==> src/rtl/cmac_axi_2_lbus_aligned.sv <==
// AXI4-Stream (512b) to CMAC LBUS TX adapter: byte reversal, TLAST/TSTRB to
// EN/SOP/EOP/MTY/ERR, 2-entry skid buffer for tx_rdy backpressure, status.
module cmac_axi_2_lbus_aligned #(
    parameter int unsigned C_TRANSMISSION_SEGMENTS = 4,
    parameter int unsigned C_DATA_WIDTH            = 512
) (
    input  logic                                 CLK,
    input  logic                                 RST,
    input  logic                                 AXI2LBUS_TVALID,
    input  logic                                 AXI2LBUS_TLAST,
    input  logic [C_DATA_WIDTH/8-1:0]            AXI2LBUS_TSTRB,
    input  logic [C_DATA_WIDTH-1:0]              AXI2LBUS_TDATA,
    output logic                                 AXI2LBUS_TREADY,
    output logic [C_TRANSMISSION_SEGMENTS-1:0]   CMAC_LBUS_TX_EN,
    output logic [C_TRANSMISSION_SEGMENTS-1:0]   CMAC_LBUS_TX_SOP,
    output logic [C_TRANSMISSION_SEGMENTS-1:0]   CMAC_LBUS_TX_EOP,
    output logic [4*C_TRANSMISSION_SEGMENTS-1:0] CMAC_LBUS_TX_MTY,
    output logic [C_TRANSMISSION_SEGMENTS-1:0]   CMAC_LBUS_TX_ERR,
    output logic [C_DATA_WIDTH-1:0]              CMAC_LBUS_TX_DATA,
    input  logic                                 CMAC_LBUS_TX_RDY,
    input  logic                                 CMAC_LBUS_TX_OVFOUT,
    input  logic                                 CMAC_LBUS_TX_UNFOUT,
    output logic [31:0]                          PKT_CNT,
    output logic [15:0]                          BUBBLE_CNT,
    output logic                                 OVF_STICKY,
    output logic                                 UNF_STICKY,
    output logic                                 PROTO_ERR_STICKY
);

    localparam int unsigned SEGS      = C_TRANSMISSION_SEGMENTS;
    localparam int unsigned BYTES     = C_DATA_WIDTH / 8;
    localparam int unsigned SEG_BYTES = BYTES / SEGS;
    localparam int unsigned IDX_W     = $clog2(BYTES);
    localparam int unsigned CNT_W     = IDX_W + 1;
    localparam int unsigned SEG_W     = $clog2(SEGS) + 1;
    localparam int unsigned SEG_SHIFT = $clog2(SEG_BYTES);

    typedef enum logic {IDLE, IN_PKT} state_t;

    state_t state_q, state_d;

    logic [C_DATA_WIDTH-1:0] buf_data [2];
    logic [BYTES-1:0]        buf_strb [2];
    logic                    buf_last [2];
    logic                    wr_ptr, rd_ptr;
    logic [1:0]              count;
    logic                    up_q;
    logic                    push, pop;

    logic [C_DATA_WIDTH-1:0] head_data, data_rev;
    logic [BYTES-1:0]        head_strb, mask;
    logic                    head_last;
    logic [IDX_W-1:0]        hi;
    logic [CNT_W-1:0]        n;
    logic [SEG_W-1:0]        s;
    logic [3:0]              mty_val;
    logic                    bad_last;

    logic [SEGS-1:0]         en_d, sop_d, eop_d, err_d;
    logic [4*SEGS-1:0]       mty_d;
    logic                    proto_d, eop_pop, bubble;

    assign AXI2LBUS_TREADY = up_q && (count != 2'd2);
    assign push            = AXI2LBUS_TVALID && AXI2LBUS_TREADY;
    assign pop             = (count != 2'd0) && CMAC_LBUS_TX_RDY;

    assign head_data = buf_data[rd_ptr];
    assign head_strb = buf_strb[rd_ptr];
    assign head_last = buf_last[rd_ptr];

    // Skid buffer storage; only the written slot changes.
    always_ff @(posedge CLK) begin
        if (push) begin
            buf_data[wr_ptr] <= AXI2LBUS_TDATA;
            buf_strb[wr_ptr] <= AXI2LBUS_TSTRB;
            buf_last[wr_ptr] <= AXI2LBUS_TLAST;
        end
    end

    // Skid buffer pointers, occupancy and post-reset ready enable.
    always_ff @(posedge CLK or posedge RST) begin
        if (RST) begin
            wr_ptr <= 1'b0;
            rd_ptr <= 1'b0;
            count  <= 2'd0;
            up_q   <= 1'b0;
        end else begin
            up_q <= 1'b1;
            if (push) wr_ptr <= ~wr_ptr;
            if (pop)  rd_ptr <= ~rd_ptr;
            if (push && !pop)      count <= count + 2'd1;
            else if (pop && !push) count <= count - 2'd1;
        end
    end

    // Head-of-buffer decode: byte count, segment count, contiguity, byte reversal.
    always_comb begin
        hi = '0;
        for (int unsigned j = 0; j < BYTES; j++) begin
            if (head_strb[j]) hi = IDX_W'(j);
        end
        n        = CNT_W'(hi) + CNT_W'(1);
        s        = SEG_W'((n + CNT_W'(SEG_BYTES - 1)) >> SEG_SHIFT);
        mty_val  = 4'((CNT_W'(s) << SEG_SHIFT) - n);
        mask     = {BYTES{1'b1}} >> (CNT_W'(BYTES) - n);
        bad_last = (head_strb != mask);
        data_rev = '0;
        for (int unsigned j = 0; j < BYTES; j++) begin
            data_rev[C_DATA_WIDTH-8*(j+1) +: 8] = head_data[8*j +: 8];
        end
    end

    // Packet FSM next state and next LBUS control word.
    always_comb begin
        state_d = state_q;
        en_d    = '0;
        sop_d   = '0;
        eop_d   = '0;
        err_d   = '0;
        mty_d   = '0;
        proto_d = 1'b0;
        eop_pop = 1'b0;
        bubble  = 1'b0;
        if (pop) begin
            if (state_q == IDLE) sop_d = SEGS'(1);
            if (head_last) begin
                state_d = IDLE;
                eop_pop = 1'b1;
                proto_d = bad_last;
                for (int unsigned i = 0; i < SEGS; i++) begin
                    if (SEG_W'(i) < s) en_d[i] = 1'b1;
                    if (SEG_W'(i + 1) == s) begin
                        eop_d[i]       = 1'b1;
                        err_d[i]       = bad_last;
                        mty_d[4*i +: 4] = mty_val;
                    end
                end
            end else begin
                state_d = IN_PKT;
                en_d    = '1;
                proto_d = (head_strb != '1);
            end
        end else if (state_q == IN_PKT && CMAC_LBUS_TX_RDY) begin
            bubble = 1'b1;
        end
    end

    // Packet FSM state register.
    always_ff @(posedge CLK or posedge RST) begin
        if (RST) state_q <= IDLE;
        else     state_q <= state_d;
    end

    // Registered LBUS outputs, counters and sticky flags.
    always_ff @(posedge CLK or posedge RST) begin
        if (RST) begin
            CMAC_LBUS_TX_EN   <= '0;
            CMAC_LBUS_TX_SOP  <= '0;
            CMAC_LBUS_TX_EOP  <= '0;
            CMAC_LBUS_TX_MTY  <= '0;
            CMAC_LBUS_TX_ERR  <= '0;
            CMAC_LBUS_TX_DATA <= '0;
            PKT_CNT           <= '0;
            BUBBLE_CNT        <= '0;
            OVF_STICKY        <= 1'b0;
            UNF_STICKY        <= 1'b0;
            PROTO_ERR_STICKY  <= 1'b0;
        end else begin
            CMAC_LBUS_TX_EN  <= en_d;
            CMAC_LBUS_TX_SOP <= sop_d;
            CMAC_LBUS_TX_EOP <= eop_d;
            CMAC_LBUS_TX_MTY <= mty_d;
            CMAC_LBUS_TX_ERR <= err_d;
            if (pop)     CMAC_LBUS_TX_DATA <= data_rev;
            if (eop_pop) PKT_CNT <= PKT_CNT + 32'd1;
            if (bubble && BUBBLE_CNT != 16'hFFFF) BUBBLE_CNT <= BUBBLE_CNT + 16'd1;
            if (CMAC_LBUS_TX_OVFOUT) OVF_STICKY <= 1'b1;
            if (CMAC_LBUS_TX_UNFOUT) UNF_STICKY <= 1'b1;
            if (proto_d) PROTO_ERR_STICKY <= 1'b1;
        end
    end

endmodule

==> config.mk <==
export PLATFORM = sky130hd
export DESIGN_NAME = cmac_axi_2_lbus_aligned
export DESIGN_NICKNAME = d
export VERILOG_FILES = /design/src/rtl/cmac_axi_2_lbus_aligned.sv
export SDC_FILE = /design/constraint.sdc
export NUM_CORES = 2
export LEC_CHECK = 0
export CAP_MARGIN = 20
export CORE_AREA = 10 10 450 452
export DETAILED_ROUTE_END_ITERATION = 7
export DIE_AREA = 0 0 460 462
export DONT_BUFFER_PORTS = 1
export PLACE_DENSITY = 0.47
export SYNTH_ARGS = -nofsm -noshare
export SYNTH_HDL_FRONTEND = slang
export SYNTH_SLANG_ARGS = --single-unit
==> constraint.sdc <==
create_clock -name CLK -period 28.1 [get_ports CLK]
set_input_delay 0 -clock CLK [delete_from_list [all_inputs] [get_ports CLK]]
set_output_delay 0 -clock CLK [all_outputs]
set_load 0.05 [all_outputs]
==> impl_results.md <==
* IO Count at between 1000 and 1500
* Hpwl dp at 160 mm
* Pre-CTS setup slack at around 20 ns
* Overflow after GRT at 0
* Synth warn at 0
* Post-Syn Area per Cell at roughly 15 µm²
* Max-cap violations at 0
* Total power at between 9000 and 10000 µW
* Hold Crit Class: primary input to flip-flop
* Cells after synthesis at 4344
* Share of cells above drive strength 1 at 0.0763
* Standard-cell rows at between 150 and 200
* Post-synthesis cell type count at 100
* Total negative slack at 0 ns
* TritonCTS clock tree: built
* VDD IR max at a little over 0.08 mV
* WP data arrival at roughly 8.9 ns
* Final worst setup slack at between 15 and 20 ns
* Critical path class: flip-flop to flip-flop
* H-tree depth at 4
* EDFF count, synth at around 1200
* Routability cong. at ~0.87
* Buf/Inv on CP at 3
* Endpoints failing hold at 0
* Layout fillers at between 15000 and 20000
* Setup violators final at 0
* Pwr/cell area at ~110 nW/µm²
* Core ar. at roughly 190000 µm²
* Synthesized area at between 60000 and 70000 µm²
* Via-per-instance ratio at a little under 5
* Slowest CP cell: dfrtp_4
* Die area at ~210000 µm²
* DRC Markers at 0
* First-pass GRT wire length at 320 mm
* GRT Total Usage at 0.207
* Die span in y at 462 µm
* Top_reg_cell synth: edfxtp_1
* Vias at 40700
* Clock period minus worst slack at 8.21 ns
* Cell Chain, Critical Path: buf_4 -> buf_4 -> mux2i_1 -> o311ai_0 -> a2111oi_0 -> a211o_2 -> inv_2 -> ha_1 -> and3_1 -> nor2_1 -> a31oi_4 -> and2_1 -> a21oi_1 -> o31a_1 -> or4_1 -> a2111oi_1 -> nand4_1 -> nor2_1 -> nor2_1
* FF+latch count, synth at 1752
* First drt pass iteration count at 7
* Antenna-violating nets left at 0
* Detailed-route wire length at around 230 mm
* Die width at about 460 µm
* Fin. max-slew vios at 0
* Post-Layout Cell Count at between 8000 and 9000
* Antenna violations before repair at 25
* Clock sink count at around 1800
* Area growth from synthesis to layout at 31.7%
* Deepest clock path buffer count at 3
* Routed len/inst at around 27 µm
* RSZ-0062 raised after global routing: false
* FMAX at ~0.12 GHz
* Fin nets at 6137
* Rel. slew slack at 0.195
* Final period utilization at 0.292
* Starting density of the core at 0.340
* Root Driver: clkbuf_16
* Clk pin slew, worst setup/hold paths at 0.06 ns
* Commonest non-fill, non-tap cell in the layout: dlygate4sd3_1
* CP startpoint kind: flip-flop
* CP max stage delay at 0.87 ns
* CTS-repair resized insts at 0
* Worst-Margin Slew at roughly 1.2 ns
* Initial drt markers at 2811
* Num CTS Buffers at between 150 and 200
* Crit-path max FO at 60
* Most frequent cells in the layout: 1162 x dlygate4sd3_1, 1154 x edfxtp_1, 606 x nand2_1, 597 x dfrtp_1, 563 x mux2i_1
* I/O Buffers at 0
* Vias in the first global route at around 43000
* Required time worst endpoint at 28.78 ns
* Most frequent CP cell: nor2_1
* Cells after DPL at around 6700
* Worst Setup End Kind: flip-flop
* Worst-Skew Late Latency at around 0.84 ns
* CP top delay family: simple AND/OR/NAND/NOR gates
* Largest net degree at the start of global routing at 134
* Synth async-reset ratio at 0.341
* Leakage Power at about 0.033 µW
* Layout Skew at between 0.08 and 0.09 ns
* Sequential share of the synthesized area at 0.753
* Status: finished clean
==> cell families after synthesis <==
family,count (synthesis),synth area share
DFF,1752,0.753
and+or+nand+nor,935,0.0634
AOI/OAI and AO/OA,754,0.0665
muxes,593,0.0910
buffers and inverters,243,0.0168
xor gates and xnor gates,60,0.00798
adders and majority gates,5,0.000950
other,2,0.000114
==> cell type report <==
cell class              count  area, µm²  share of cell area
inverters                  28        120             0.00138
clock buffers             263       5340              0.0615
repair buffers           1230      12200               0.141
diodes                     24       60.1            0.000692
clock inverters            89       1030              0.0119
well taps                2542       3180              0.0367
flip-flops and latches   1752      49600               0.572
multi-input cells        2351      15200               0.175
==> final timing paths <==
| kind | startpoint | endpoint | slack [ns] | cells past startpoint |
|---|---|---|---|---|
| min | AXI2LBUS_TVALID | wr_ptr | 0.21 | 3 |
| min in group asynchronous | RST | CMAC_LBUS_TX_DATA[36] | 0.49 | 4 |
| max | rd_ptr | CMAC_LBUS_TX_ERR[3] | 19.89 | 19 |
| max reg2reg | rd_ptr | CMAC_LBUS_TX_ERR[3] | 19.89 | 19 |
| min reg2reg | state_q | CMAC_LBUS_TX_SOP[0] | 0.50 | 1 |
| max in group asynchronous | RST | CMAC_LBUS_TX_DATA[274] | 24.41 | 7 |
==> Yosys cell counts (all sizes together) (6+ instances only) <==
cell type | instances | area, µm²
nand2 | 610 | 2300
o21ai | 560 | 2800
nor3b | 24 | 190
a21o | 10 | 75.1
or2 | 9 | 56.3
xor2 | 12 | 105
nand4 | 21 | 131
nor3 | 37 | 205
nor4b | 6 | 58.8
inv | 28 | 105
a2111oi | 7 | 68.8
mux2 | 25 | 282
or3 | 9 | 66.3
and2 | 9 | 57.6
o22ai | 13 | 81.3
a21oi | 36 | 184
edfxtp | 1154 | 34700
mux2i | 568 | 5710
a31oi | 14 | 118
nand2b | 10 | 62.6
nor4 | 18 | 113
o211ai | 18 | 145
nor2b | 19 | 119
clkbuf | 130 | 488
nor2 | 90 | 340
o21a | 8 | 60.1
o31ai | 8 | 73.8
dfrtp | 598 | 15000
buf | 85 | 510
and3 | 20 | 125
a211oi | 10 | 75.1
nand3 | 30 | 150
or4 | 7 | 56.3
xnor2 | 48 | 420
==> worst reg2reg max path, cell delays in order, from the launching register on <==
cell and delay [ns]:
dfrtp_4 0.87, buf_4 0.72, buf_4 0.77, mux2i_1 0.39
o311ai_0 0.33, a2111oi_0 0.16, a211o_2 0.46, inv_2 0.28
ha_1 0.46, and3_1 0.40, nor2_1 0.11, a31oi_4 0.24
and2_1 0.70, a21oi_1 0.14, o31a_1 0.26, or4_1 0.54
a2111oi_1 0.53, nand4_1 0.24, nor2_1 0.40, nor2_1 0.09
==> layer usage <==
layer  vias to the layer above  global-route usage  share of wire  wire length (µm)
met5                         -                   0              0                 0
met4                         0              0.0763          0.039              8790
met3                       353              0.0695          0.081             18400
met2                      1318               0.356           0.50            114000
met1                     20600               0.239           0.38             85900
li1                      18500                   -              -                 -
==> flip-flops by register name, indices dropped and copies added (netlist names) <==
signal,cells
BUBBLE_CNT,16
CMAC_LBUS_TX_DATA,512
CMAC_LBUS_TX_EN,4
CMAC_LBUS_TX_EOP,4
CMAC_LBUS_TX_ERR,4
CMAC_LBUS_TX_MTY,16
CMAC_LBUS_TX_SOP,1
OVF_STICKY,1
PKT_CNT,32
PROTO_ERR_STICKY,1
UNF_STICKY,1
buf_data,1024
buf_last,2
buf_strb,128
count,2
rd_ptr,1
state_q,1
up_q,1
wr_ptr,1
==> stage by stage <==
stage                     hold slack (ns)  utilization  cell area (µm²)
after CTS                           0.166        0.447            86700
after global routing                0.196        0.448            86700
final                               0.210        0.448            86700
after global placement             0.0765        0.354            68600
after floorplan                    0.0989            -            65900
after detailed placement           0.0806        0.354            68600
==> power breakdown <==
group	internal (µW)	leakage, µW	switching, µW
combinational	701	0.0121	1180
clock	1470	0.00312	1050
sequential	3340	0.0180	1970
total	5520	0.0332	4200
==> what timing repair did <==
item	CTS	global route
hold endpoints to repair	1387	0
buffers inserted	0	0
hold buffers	1163	0
No activity file was read; power rests on OpenSTA's default activity.
